**src/rtl/sprite_compositor.sv**
```systemverilog
// Two-stage pixel compositor: S1 registers sprite hits, S2 registers RGB; per-frame plane collision flag.
// Optional game-over blink (red/black, BLINK_FRAMES per half-period) under macro COMPOSITOR_GAMEOVER_BLINK_EN.
module sprite_compositor #(
  parameter int unsigned COLOR_W      = 8,
  parameter int unsigned N_OBST       = 2,
  parameter int unsigned PLANE_X      = 100,
  parameter int unsigned PLANE_SIZE   = 16,
  parameter int unsigned OBST_W       = 30,
  parameter int unsigned LAVA_SIZE    = 16,
  parameter int unsigned BLINK_FRAMES = 30
) (
  input  logic                 clk,
  input  logic                 reset,
  input  logic                 bright,
  input  logic [9:0]           x,
  input  logic [9:0]           y,
  input  logic                 frame_start,
  input  logic [9:0]           plane_y,
  input  logic [10*N_OBST-1:0] mountain_x,
  input  logic [10*N_OBST-1:0] mountain_y,
  input  logic [9:0]           lava_x,
  input  logic [9:0]           lava_y,
  input  logic                 game_over,
  output logic [COLOR_W-1:0]   red,
  output logic [COLOR_W-1:0]   green,
  output logic [COLOR_W-1:0]   blue,
  output logic                 collision,
  output logic                 coll_valid
);

  localparam logic [10:0] PX_LO = 11'(PLANE_X);
  localparam logic [10:0] PX_HI = 11'(PLANE_X + PLANE_SIZE);
  localparam logic [10:0] P_SZ  = 11'(PLANE_SIZE);
  localparam logic [10:0] O_W   = 11'(OBST_W);
  localparam logic [10:0] L_SZ  = 11'(LAVA_SIZE);

  logic [10:0] xe, ye;
  logic        plane_c, mtn_c, lava_c;

  // Bounds are widened to 11 bits so sprites near column/row 1023 do not wrap.
  assign xe = {1'b0, x};
  assign ye = {1'b0, y};

  always_comb begin
    plane_c = (xe >= PX_LO) && (xe <= PX_HI) &&
              (ye >= {1'b0, plane_y}) && (ye <= {1'b0, plane_y} + P_SZ);
    lava_c  = (xe >= {1'b0, lava_x}) && (xe <= {1'b0, lava_x} + L_SZ) &&
              (ye >= {1'b0, lava_y}) && (ye <= {1'b0, lava_y} + L_SZ);
    mtn_c   = 1'b0;
    for (int i = 0; i < int'(N_OBST); i++) begin
      if ((xe >= {1'b0, mountain_x[10*i +: 10]}) &&
          (xe <= {1'b0, mountain_x[10*i +: 10]} + O_W) &&
          (y >= mountain_y[10*i +: 10]))
        mtn_c = 1'b1;
    end
  end

  logic s1_plane, s1_mtn, s1_lava, s1_bright, s1_go, s1_fs;
  logic acc, overlap;

  always_ff @(posedge clk or posedge reset) begin
    if (reset) begin
      s1_plane  <= 1'b0;
      s1_mtn    <= 1'b0;
      s1_lava   <= 1'b0;
      s1_bright <= 1'b0;
      s1_go     <= 1'b0;
      s1_fs     <= 1'b0;
    end else begin
      s1_plane  <= plane_c;
      s1_mtn    <= mtn_c;
      s1_lava   <= lava_c;
      s1_bright <= bright;
      s1_go     <= game_over;
      s1_fs     <= frame_start;
    end
  end

  // frame_start travels with its pixel through S1, so that pixel closes the old frame.
  assign overlap = s1_bright & s1_plane & (s1_mtn | s1_lava);

  always_ff @(posedge clk or posedge reset) begin
    if (reset) begin
      acc        <= 1'b0;
      collision  <= 1'b0;
      coll_valid <= 1'b0;
    end else begin
      coll_valid <= s1_fs;
      if (s1_fs) begin
        collision <= acc | overlap;
        acc       <= 1'b0;
      end else begin
        acc       <= acc | overlap;
      end
    end
  end

  logic go_red;

`ifdef COMPOSITOR_GAMEOVER_BLINK_EN
  localparam int unsigned CW = (BLINK_FRAMES > 1) ? $clog2(BLINK_FRAMES) : 1;
  logic [CW-1:0] frame_cnt;
  logic          blink_phase;

  always_ff @(posedge clk or posedge reset) begin
    if (reset) begin
      frame_cnt   <= '0;
      blink_phase <= 1'b0;
    end else if (s1_fs) begin
      if (frame_cnt == CW'(BLINK_FRAMES - 1)) begin
        frame_cnt   <= '0;
        blink_phase <= ~blink_phase;
      end else begin
        frame_cnt   <= frame_cnt + CW'(1);
      end
    end
  end

  assign go_red = s1_bright & blink_phase;
`else
  logic [31:0] blink_frames_unused;
  assign blink_frames_unused = 32'(BLINK_FRAMES);
  assign go_red = 1'b0;
`endif

  always_ff @(posedge clk or posedge reset) begin
    if (reset) begin
      red   <= '0;
      green <= '0;
      blue  <= '0;
    end else begin
      red   <= '0;
      green <= '0;
      blue  <= '0;
      if (s1_go) begin
        red <= {COLOR_W{go_red}};
      end else if (s1_bright) begin
        if (s1_plane)     blue  <= '1;
        else if (s1_mtn)  green <= '1;
        else if (s1_lava) red   <= '1;
      end
    end
  end

endmodule
```
**config.mk**
```make
export PLATFORM = sky130hd
export DESIGN_NAME = sprite_compositor
export DESIGN_NICKNAME = d
export VERILOG_FILES = /design/src/rtl/sprite_compositor.sv
export SDC_FILE = /design/constraint.sdc
export NUM_CORES = 1
export LEC_CHECK = 0
export ABC_AREA = 0
export BUFFER_PORTS_ARGS = -buffer_cell sky130_fd_sc_hd__clkbuf_2
export CORE_MARGIN = 2
export CORE_UTILIZATION = 58
export CTS_BUF_LIST = sky130_fd_sc_hd__clkbuf_8
export CTS_CLUSTER_DIAMETER = 80
export DETAILED_ROUTE_END_ITERATION = 8
export HOLD_SLACK_MARGIN = 0.03
export PLACE_DENSITY = 0.94
export SYNTH_ARGS = -nofsm -noshare
export SYNTH_HDL_FRONTEND = slang
export SYNTH_SLANG_ARGS = --single-unit
export TNS_END_PERCENT = 50
```
**constraint.sdc**
```tcl
create_clock -name clk -period 1.8 [get_ports clk]
set_input_delay 0.27 -clock clk [delete_from_list [all_inputs] [get_ports clk]]
set_output_delay 0.27 -clock clk [all_outputs]
set_load 0.05 [all_outputs]
```
==> key figures, run 1 <==
Status
  • Outcome: complete, but fails checks
  • Failing checks: negative setup slack

Layout
  • Commonest non-fill, non-tap cell in the layout: clkbuf_2
  • FILL cells: 311
  • Layout Nets: 844
  • Commonest non-fill, non-tap cells in the layout: 117 x clkbuf_2, 109 x ha_1, 83 x buf_4
  • N_diodes: 0
  • Sequential cell area: 300 µm²
  • Area grow syn2layout: 37.9%
  • Final Instance Area: 4980 µm²
  • Multi-input gate area: 3030 µm²
  • Layout cells sized above 1: 37.0%

Setup path
  • Max stage delay on crit path: 0.35 ns
  • WP buf/inv: 3
  • CP dominant cell by count: buf_4
  • Crit-path cells: buf_4 -> inv_2 -> ha_4 -> buf_4 -> nand2_1 -> xnor2_1 -> ha_1 -> nand4_1 -> nor4_4 -> a211oi_2 -> a211o_1 -> o32ai_2
  • CP endpoint kind: flip-flop
  • Critical Path Start Type: input port
  • Critical Path RT: 1.95 ns
  • Worst setup path category: in2reg
  • CP Max Fanout: 3
  • CP delay by family, top: simple AND/OR/NAND/NOR gates
  • Crit path arrival time: 2.47 ns
  • Worst path slowest cell: nor4_4

Routing
  • Routed wire length: 13.6 mm
  • DR vias: 4,485
  • Routed Antenna Nets: 0
  • Vias per std cell: 6.30
  • DRC Markers: 0
  • DRT Pass-1 Iters: 5
  • DRT iter0 DRCs: 351
  • Detailed-route wire length per cell: 19.1 µm

Die
  • Row count: 28
  • Die width: 82.9 µm
  • Die Area: 6870 µm²
  • # IOs: 121
  • Core area: 5960 µm²
  • Initial Utilization: 60.6%
  • Die Height: 82.9 µm

Place
  • Area after DPL: 4740 µm²
  • Gpl congestion: 0.943
  • Post-DP HPWL: 9.47 mm
  • IO buf count: 120
  • DP Worst Slack: -0.796 ns

Yosys
  • Post-synth EDFFs: 0
  • Net Count, Synth: 658
  • Sequential cell area fraction in the yosys report: 8.32%
  • Synth Register Bits: 12
  • Most frequently used flop master after synthesis: dfrtp_1
  • YS warnings: 0
  • Yosys cell types: 47
  • Syn Inst Count: 452
  • Mapped cell area: 3610 µm²
  • Async SR Flop Fraction: 100%
  • Syn avg cell area: 7.99 µm²

Timing
  • Final Worst Setup Slack: -0.522 ns
  • Worst-Margin Slew: 0.473 ns
  • RSZ-0062 raised after global routing: true
  • Slew margin rel.: 68.0%
  • Fmax achieved: 431 MHz
  • Max Slew Vio Count: 0
  • Fin. Hold Viols: 0
  • Setup Total Neg Slack: -0.798 ns
  • Setup Viol. Count Final: 3
  • Final Cycle Share: 129%
  • Worst Clk Skew: 0.00828 ns
  • Final min period: 2.32 ns

Job
  • Max_cap viols: 0

GRT
  • Initial antenna violation count: 0
  • First-pass GRT wire length: 18.7 mm
  • Largest net degree at the start of global routing: 13
  • Vias in the first global route: 4,413
  • Total grt overflow: 0
  • Global Route Usage Sum: 32.3%

CTS
  • CTS max path bufs: 2
  • Worst-Skew Late Latency: 0.24 ns
  • CTS buffer count: 3
  • Clock transition at path regs: 0.06 ns
  • Clock root buffer: clkbuf_8
  • Sinks on Clock Net: 12
  • TritonCTS clock tree: built
  • Hold Buf Count CTS: 0
  • H-tree Lvls: 1

Hold path
  • Min-Delay Path Class: in2async

Power
  • Worst vdd ir: 0.460 mV
  • Total power: 1.95 mW
  • LEAKAGE: 2.85 nW
  • PD cells: 392 nW/µm²
[through the flow]
step           cells  hold slack, ns  utilization [%]
2_1_floorplan    452           0.135                -
3_3_place_gp     703           0.276             79.5
3_5_place_dp     703           0.282             79.5
4_1_cts          709          0.0302             81.5
5_1_grt          712          0.0597             83.6
6_report         712          0.0122             83.6
[area by class of cell]
class / instances / area share (%)
Multi-Input combinational cell: 345 / 60.8
Timing Repair Buffer: 202 / 24.6
Sequential cell: 12 / 6.03
Inverter: 74 / 5.58
Tap cell: 75 / 1.88
Clock buffer: 4 / 1.11
[final timing paths]
kind | slack, ns | cells after the start | start | endpoint
max | -0.52 | 12 | mountain_x[1] | s1_mtn
min | 0.01 | 2 | reset | s1_mtn
max reg2reg | 0.71 | 3 | s1_mtn | collision
min reg2reg | 0.43 | 0 | s1_fs | coll_valid
max in group asynchronous | 1.46 | 2 | reset | green[6]
min in group clk | 0.14 | 1 | game_over | s1_go
[flip-flops by register name, indices dropped and copies added, names as in the netlist]
register    count
acc             1
blue            1
coll_valid      1
collision       1
green           1
red             1
s1_bright       1
s1_fs           1
s1_go           1
s1_lava         1
s1_mtn          1
s1_plane        1
[worst register-to-register path, stage by stage, from the launching register on]
cell	delay [ns]
dfrtp_1	0.43
or2_1	0.22
a31oi_1	0.22
a21oi_1	0.09
[where the power goes]
part           internal [mW]  total, mW  switching [mW]
sequential             0.283      0.295          0.0119
clock                  0.193      0.298           0.105
combinational          0.615       1.36           0.742
total                   1.09       1.95           0.859
[cells in the mapped netlist (all sizes together) (9+ instances only)]
cell    instances  area share [%]
inv            68             7.1
nand2b          9             1.6
nand3          17             2.4
nand2          18             1.9
a21oi          28             3.9
nand4           9             1.6
a21o           18             3.7
dfrtp          12             8.3
o21ai          22             3.0
nor2           14             1.5
ha            111              38
buf            21             4.4
xnor2          26             6.3
[logic make-up after synthesis]
logic type                 Yosys count  share of synthesized area [%]
adders and majority gates          111                           38.5
AOI/OAI and AO/OA                  109                           19.7
and+or+nand+nor                     98                           14.9
buffers and inverters               95                           12.1
xor gates and xnor gates            26                           6.31
DFF                                 12                           8.32
muxes                                1                          0.277
[what timing repair did]
action                     CTS  global route
setup buffers                2             3
pin swaps                    8            12
gates resized for setup     11            23
setup endpoints to repair    3             3
[metal layers]
metal  vias up  wire length [µm]  GRT usage (%)
met5         -                 0              0
met4         0              1130           18.9
met3       128              1400           4.97
met2       369              6280           61.0
met1      2007              4820           33.3
li1       1981                 -              -
Note: power is estimated with default switching activity, not from simulation.
==> inputs of run 2 (changes only) <==
Settings changed: BUFFER_PORTS_ARGS -buffer_cell sky130_fd_sc_hd__clkbuf_2 to -buffer_cell sky130_fd_sc_hd__buf_2.
==> key figures, run 2 (same netlist as run 1, synthesis figures left out) <==
CTS
  • Worst-Skew Late Latency: 0.24 ns
  • CTS max path bufs: 2
  • CTS buffer count: 3
  • Clock transition at path regs: 0.06 ns
  • TritonCTS clock tree: built
  • Clock root buffer: clkbuf_8
  • Sinks on Clock Net: 12
  • H-tree Lvls: 1

GRT
  • Total grt overflow: 0
  • Largest net degree at the start of global routing: 13
  • Initial antenna violation count: 0
  • Vias in the first global route: 4,477
  • First-pass GRT wire length: 19.3 mm
  • Global Route Usage Sum: 33.3%

Layout
  • Final Instance Area: 4810 µm²
  • Multi-input gate area: 2930 µm²
  • Commonest non-fill, non-tap cells in the layout: 120 x buf_2, 109 x ha_1, 74 x buf_4
  • Sequential cell area: 300 µm²
  • Commonest non-fill, non-tap cell in the layout: buf_2
  • Area grow syn2layout: 33.2%
  • N_diodes: 0
  • Layout cells sized above 1: 34.0%
  • FILL cells: 347
  • Layout Nets: 836

Place
  • DP Worst Slack: -0.714 ns
  • Post-DP HPWL: 9.52 mm
  • Gpl congestion: 0.959
  • Area after DPL: 4710 µm²
  • IO buf count: 120

Power
  • Combinational share of power: 67.5%
  • LEAKAGE: 2.78 nW
  • Switching pwr: 0.766 mW
  • Clk pwr share: 16.3%
  • PD cells: 376 nW/µm²
  • P_int: 1.04 mW
  • Sw Ratio: 42.3%
  • Worst vdd ir: 0.472 mV
  • Reg power frac: 16.3%

Setup path
  • Worst setup path category: in2reg
  • R2r setup slk: 0.72 ns
  • Critical Path Start Type: input port
  • CP endpoint kind: flip-flop
  • R2R cell count: 3
  • Critical Path RT: 1.95 ns
  • Worst R2R Start: s1_mtn
  • CP Max Fanout: 3
  • R2r endpoint: collision
  • Crit path arrival time: 2.40 ns

Timing
  • Worst hold margin: 0.0360 ns
  • Max Slew Vio Count: 0
  • Worst Clk Skew: 0.00638 ns
  • Fin. Hold Viols: 0
  • Worst-Margin Slew: 0.474 ns
  • Final Worst Setup Slack: -0.449 ns
  • Final min period: 2.25 ns
  • Fmax achieved: 445 MHz
  • Setup Viol. Count Final: 2
  • Slew margin rel.: 68.4%
  • RSZ-0062 raised after global routing: true
  • Final Cycle Share: 125%

Routing
  • Routed wire length: 11.5 mm
  • Routed Antenna Nets: 0
  • DR vias: 4,189
  • DRT iter0 DRCs: 194
  • Vias per std cell: 5.95
  • DRC Markers: 0
  • Detailed-route wire length per cell: 16.4 µm
  • DRT Pass-1 Iters: 5

Die
  • Core area: 5960 µm²
  • Die width: 82.9 µm
  • Die Height: 82.9 µm
  • Die Area: 6870 µm²
  • # IOs: 121
  • Row count: 28
  • Initial Utilization: 60.6%

Status
  • Outcome: complete, but fails checks
  • Failing checks: negative setup slack

Job
  • Max_cap viols: 0

Hold path
  • Min-Delay Path Class: in2async
==> run 2: cell types whose count changed in the layout (fill, tap and decap cells not counted), moves of 2 or more <==
cell	delta
a211oi_1	+2
a211oi_2	-2
a21oi_1	+2
buf_2	+119
buf_4	-9
clkbuf_2	-117
inv_1	+2
inv_2	-3
nor2_1	+2
nor2_2	-2
==> run 2: final cells by class <==
cell class,instances,share of cell area [%]
tap,75,1.95
clock buffer,4,1.14
timing repair buffer,194,24.0
multi-input combinational,345,60.8
inverter,74,5.78
sequential,12,6.24
==> run 2: worst max-delay path by stage <==
stage	start	to	cells after the start
2_1_floorplan	mountain_x[1]	s1_mtn	11
3_3_place_gp	mountain_x[11]	s1_mtn	12
3_5_place_dp	mountain_x[1]	s1_mtn	12
4_1_cts	mountain_x[3]	s1_mtn	12
5_1_grt	mountain_x[2]	s1_mtn	12
6_report	mountain_x[12]	s1_mtn	12
==> run 2: stage by stage <==
step                      power [mW]  util (%)  cells  setup TNS, ns
after floorplan                0.965         -    452         -0.457
after global routing            1.95      80.8    704         -0.854
after detailed placement        1.46      79.0    699          -1.38
final                           1.81      80.8    704         -0.538
after global placement          1.36      79.0    699          -1.19
after CTS                       1.77      80.5    704         -0.442
==> run 2: critical path: stages <==
cell and delay [ns]:
buf_2 0.11, nor3_1 0.33, a21o_1 0.26, xnor2_1 0.10
ha_1 0.33, nand3_1 0.11, buf_4 0.15, nor3_1 0.23
a31oi_1 0.07, o41ai_1 0.08, o32ai_1 0.21, o32ai_2 0.15
==> run 2: timing repair <==
item                       4_1_cts  5_1_grt
setup endpoints to repair        3        3
cloned                           0        0
hold buffers                     0        0
setup buffers                    1        0
gates resized for setup          6        4
pin swaps                        6        1
==> run 2: layer usage <==
| layer | up-vias | wire, µm | GRT usage [%] |
|---|---|---|---|
| met5 | - | 0 | 0 |
| met2 | 247 | 5710 | 61.0 |
| met4 | 0 | 628 | 19.4 |
| met3 | 76 | 923 | 5.47 |
| li1 | 1966 | - | - |
| met1 | 1900 | 4270 | 35.6 |
==> run 2: power groups by stage <==
stage | registers (mW) | logic, mW | clock network, mW
global placement | 0.296 | 1.06 | 0
floorplan | 0.311 | 0.655 | 0
CTS | 0.294 | 1.17 | 0.297
global route | 0.296 | 1.34 | 0.314
detailed placement | 0.299 | 1.16 | 0
finish | 0.294 | 1.22 | 0.294
==> inputs of run 3 (changes only) <==
Settings changed: REMOVE_ABC_BUFFERS from default to 1, TNS_END_PERCENT 50 to default.
==> key figures, run 3 (same netlist as run 1, synthesis figures left out) <==
Status
  • Outcome: complete, but fails checks
  • Failing checks: negative setup slack

GRT
  • Total grt overflow: 0
  • Global Route Usage Sum: 31.6%
  • GR peak layer: met2
  • GRT met3 Usage: 5.37%
  • Largest net degree at the start of global routing: 13
  • Vias in the first global route: 4,282
  • Grt met1 use: 32.9%
  • Initial antenna violation count: 0
  • First-pass GRT wire length: 18.4 mm
  • Met2 layer usage reported by global route: 60.5%

Timing
  • Fin. Hold Viols: 0
  • Setup Viol. Count Final: 2
  • Final Cycle Share: 122%
  • Slew margin rel.: 64.0%
  • Final Worst Setup Slack: -0.395 ns
  • Final min period: 2.20 ns
  • RSZ-0062 raised after global routing: true
  • Worst Clk Skew: 0.00406 ns
  • Worst-Margin Slew: 0.533 ns
  • Fmax achieved: 455 MHz
  • Max Slew Vio Count: 0

CTS
  • Sinks on Clock Net: 12
  • CTS max path bufs: 2
  • Clock transition at path regs: 0.05 ns
  • TritonCTS clock tree: built
  • Worst-Skew Late Latency: 0.25 ns
  • H-tree Lvls: 1
  • CTS buffer count: 3
  • Clock root buffer: clkbuf_8

Routing
  • Vias per std cell: 5.85
  • Routed Antenna Nets: 0
  • DRT iter0 DRCs: 154
  • DRC Markers: 0
  • DRT Pass-1 Iters: 5
  • Routed wire length: 11.6 mm
  • Detailed-route wire length per cell: 16.3 µm
  • DR vias: 4,153

Die
  • Die Height: 82.9 µm
  • Core area: 5960 µm²
  • Die Area: 6870 µm²
  • # IOs: 121
  • Die width: 82.9 µm
  • Row count: 28
  • Initial Utilization: 60.6%

Hold path
  • Min-Delay Path Class: in2async

Setup path
  • Critical Path RT: 1.95 ns
  • Crit-path cells: buf_2 -> inv_1 -> ha_1 -> a21oi_2 -> nand4_1 -> xnor2_1 -> ha_1 -> a21oi_2 -> nand2_1 -> a2111oi_2 -> o32ai_1 -> o32ai_2
  • Max stage delay on crit path: 0.34 ns
  • CP endpoint kind: flip-flop
  • R2R cell count: 3
  • WP buf/inv: 2
  • CP Max Fanout: 3
  • Crit path arrival time: 2.35 ns
  • CP Depth: 12
  • Worst setup path category: in2reg
  • CP delay by family, top: compound AO/OA/AOI/OAI gates
  • Worst path slowest cell: a2111oi_2
  • Critical Path Start Type: input port

Place
  • Post-DP HPWL: 9.47 mm
  • IO buf count: 120
  • Gpl congestion: 0.950
  • Post-placement cell count: 698

Layout
  • Util after Layout: 84.2%
  • Commonest non-fill, non-tap cells in the layout: 112 x buf_2, 107 x ha_1, 81 x buf_4
  • Commonest non-fill, non-tap cell in the layout: buf_2
  • Layout Nets: 842
  • Area grow syn2layout: 38.9%
  • Layout cells sized above 1: 37.5%
  • Final cell count without fillers: 710
  • N_diodes: 0

Power
  • LEAKAGE: 2.85 nW
  • PD cells: 371 nW/µm²
  • Worst vdd ir: 0.435 mV

Job
  • Max_cap viols: 0
run 3: report_power, final:
group	switching (mW)	total, mW	internal (mW)
sequential	0.0103	0.294	0.283
combinational	0.663	1.27	0.608
clock	0.104	0.298	0.194
run 3: metal layers:
layer  vias up  wire length (µm)
met5         -                 0
met2       204              5990
met1      1920              4310
met4         0               512
li1       1968                 -
met3        61               772
run 3: worst paths after layout:
kind / startpoint / endpoint / slack (ns)
max: mountain_x[11] / s1_mtn / -0.40
max reg2reg: s1_mtn / collision / 0.73
min: reset / s1_plane / 0.01
max in group asynchronous: reset / acc / 1.48
min reg2reg: s1_fs / coll_valid / 0.45
min in group clk: game_over / s1_go / 0.13
run 3: cell type report:
cell class / count / area [µm²]
Timing Repair Buffer: 200 / 1260
Clock buffer: 4 / 55.1
Multi-Input combinational cell: 345 / 3020
Fill cell: 332 / 940
Sequential cell: 12 / 300
Tap cell: 75 / 93.8
Inverter: 74 / 280
run 3: what timing repair did:
item / CTS / global route
setup buffers: 2 / 6
gates resized for setup: 23 / 28
pin swaps: 19 / 27
gates cloned: 0 / 0
hold buffers: 0 / 0
setup endpoints to repair: 3 / 3
run 3: stage by stage:
step	instance area [µm²]	worst slack (ns)	hold slack, ns	power [mW]	setup TNS, ns
after global placement	4700	-0.639	0.282	1.36	-1.18
after detailed placement	4700	-0.779	0.294	1.44	-1.43
after floorplan	3450	-1.14	0.135	0.945	-27.90
final	5020	-0.395	0.0148	1.86	-0.406
after CTS	4850	-0.320	0.0355	1.78	-0.320
after global routing	5020	-0.467	0.0632	2.01	-0.574
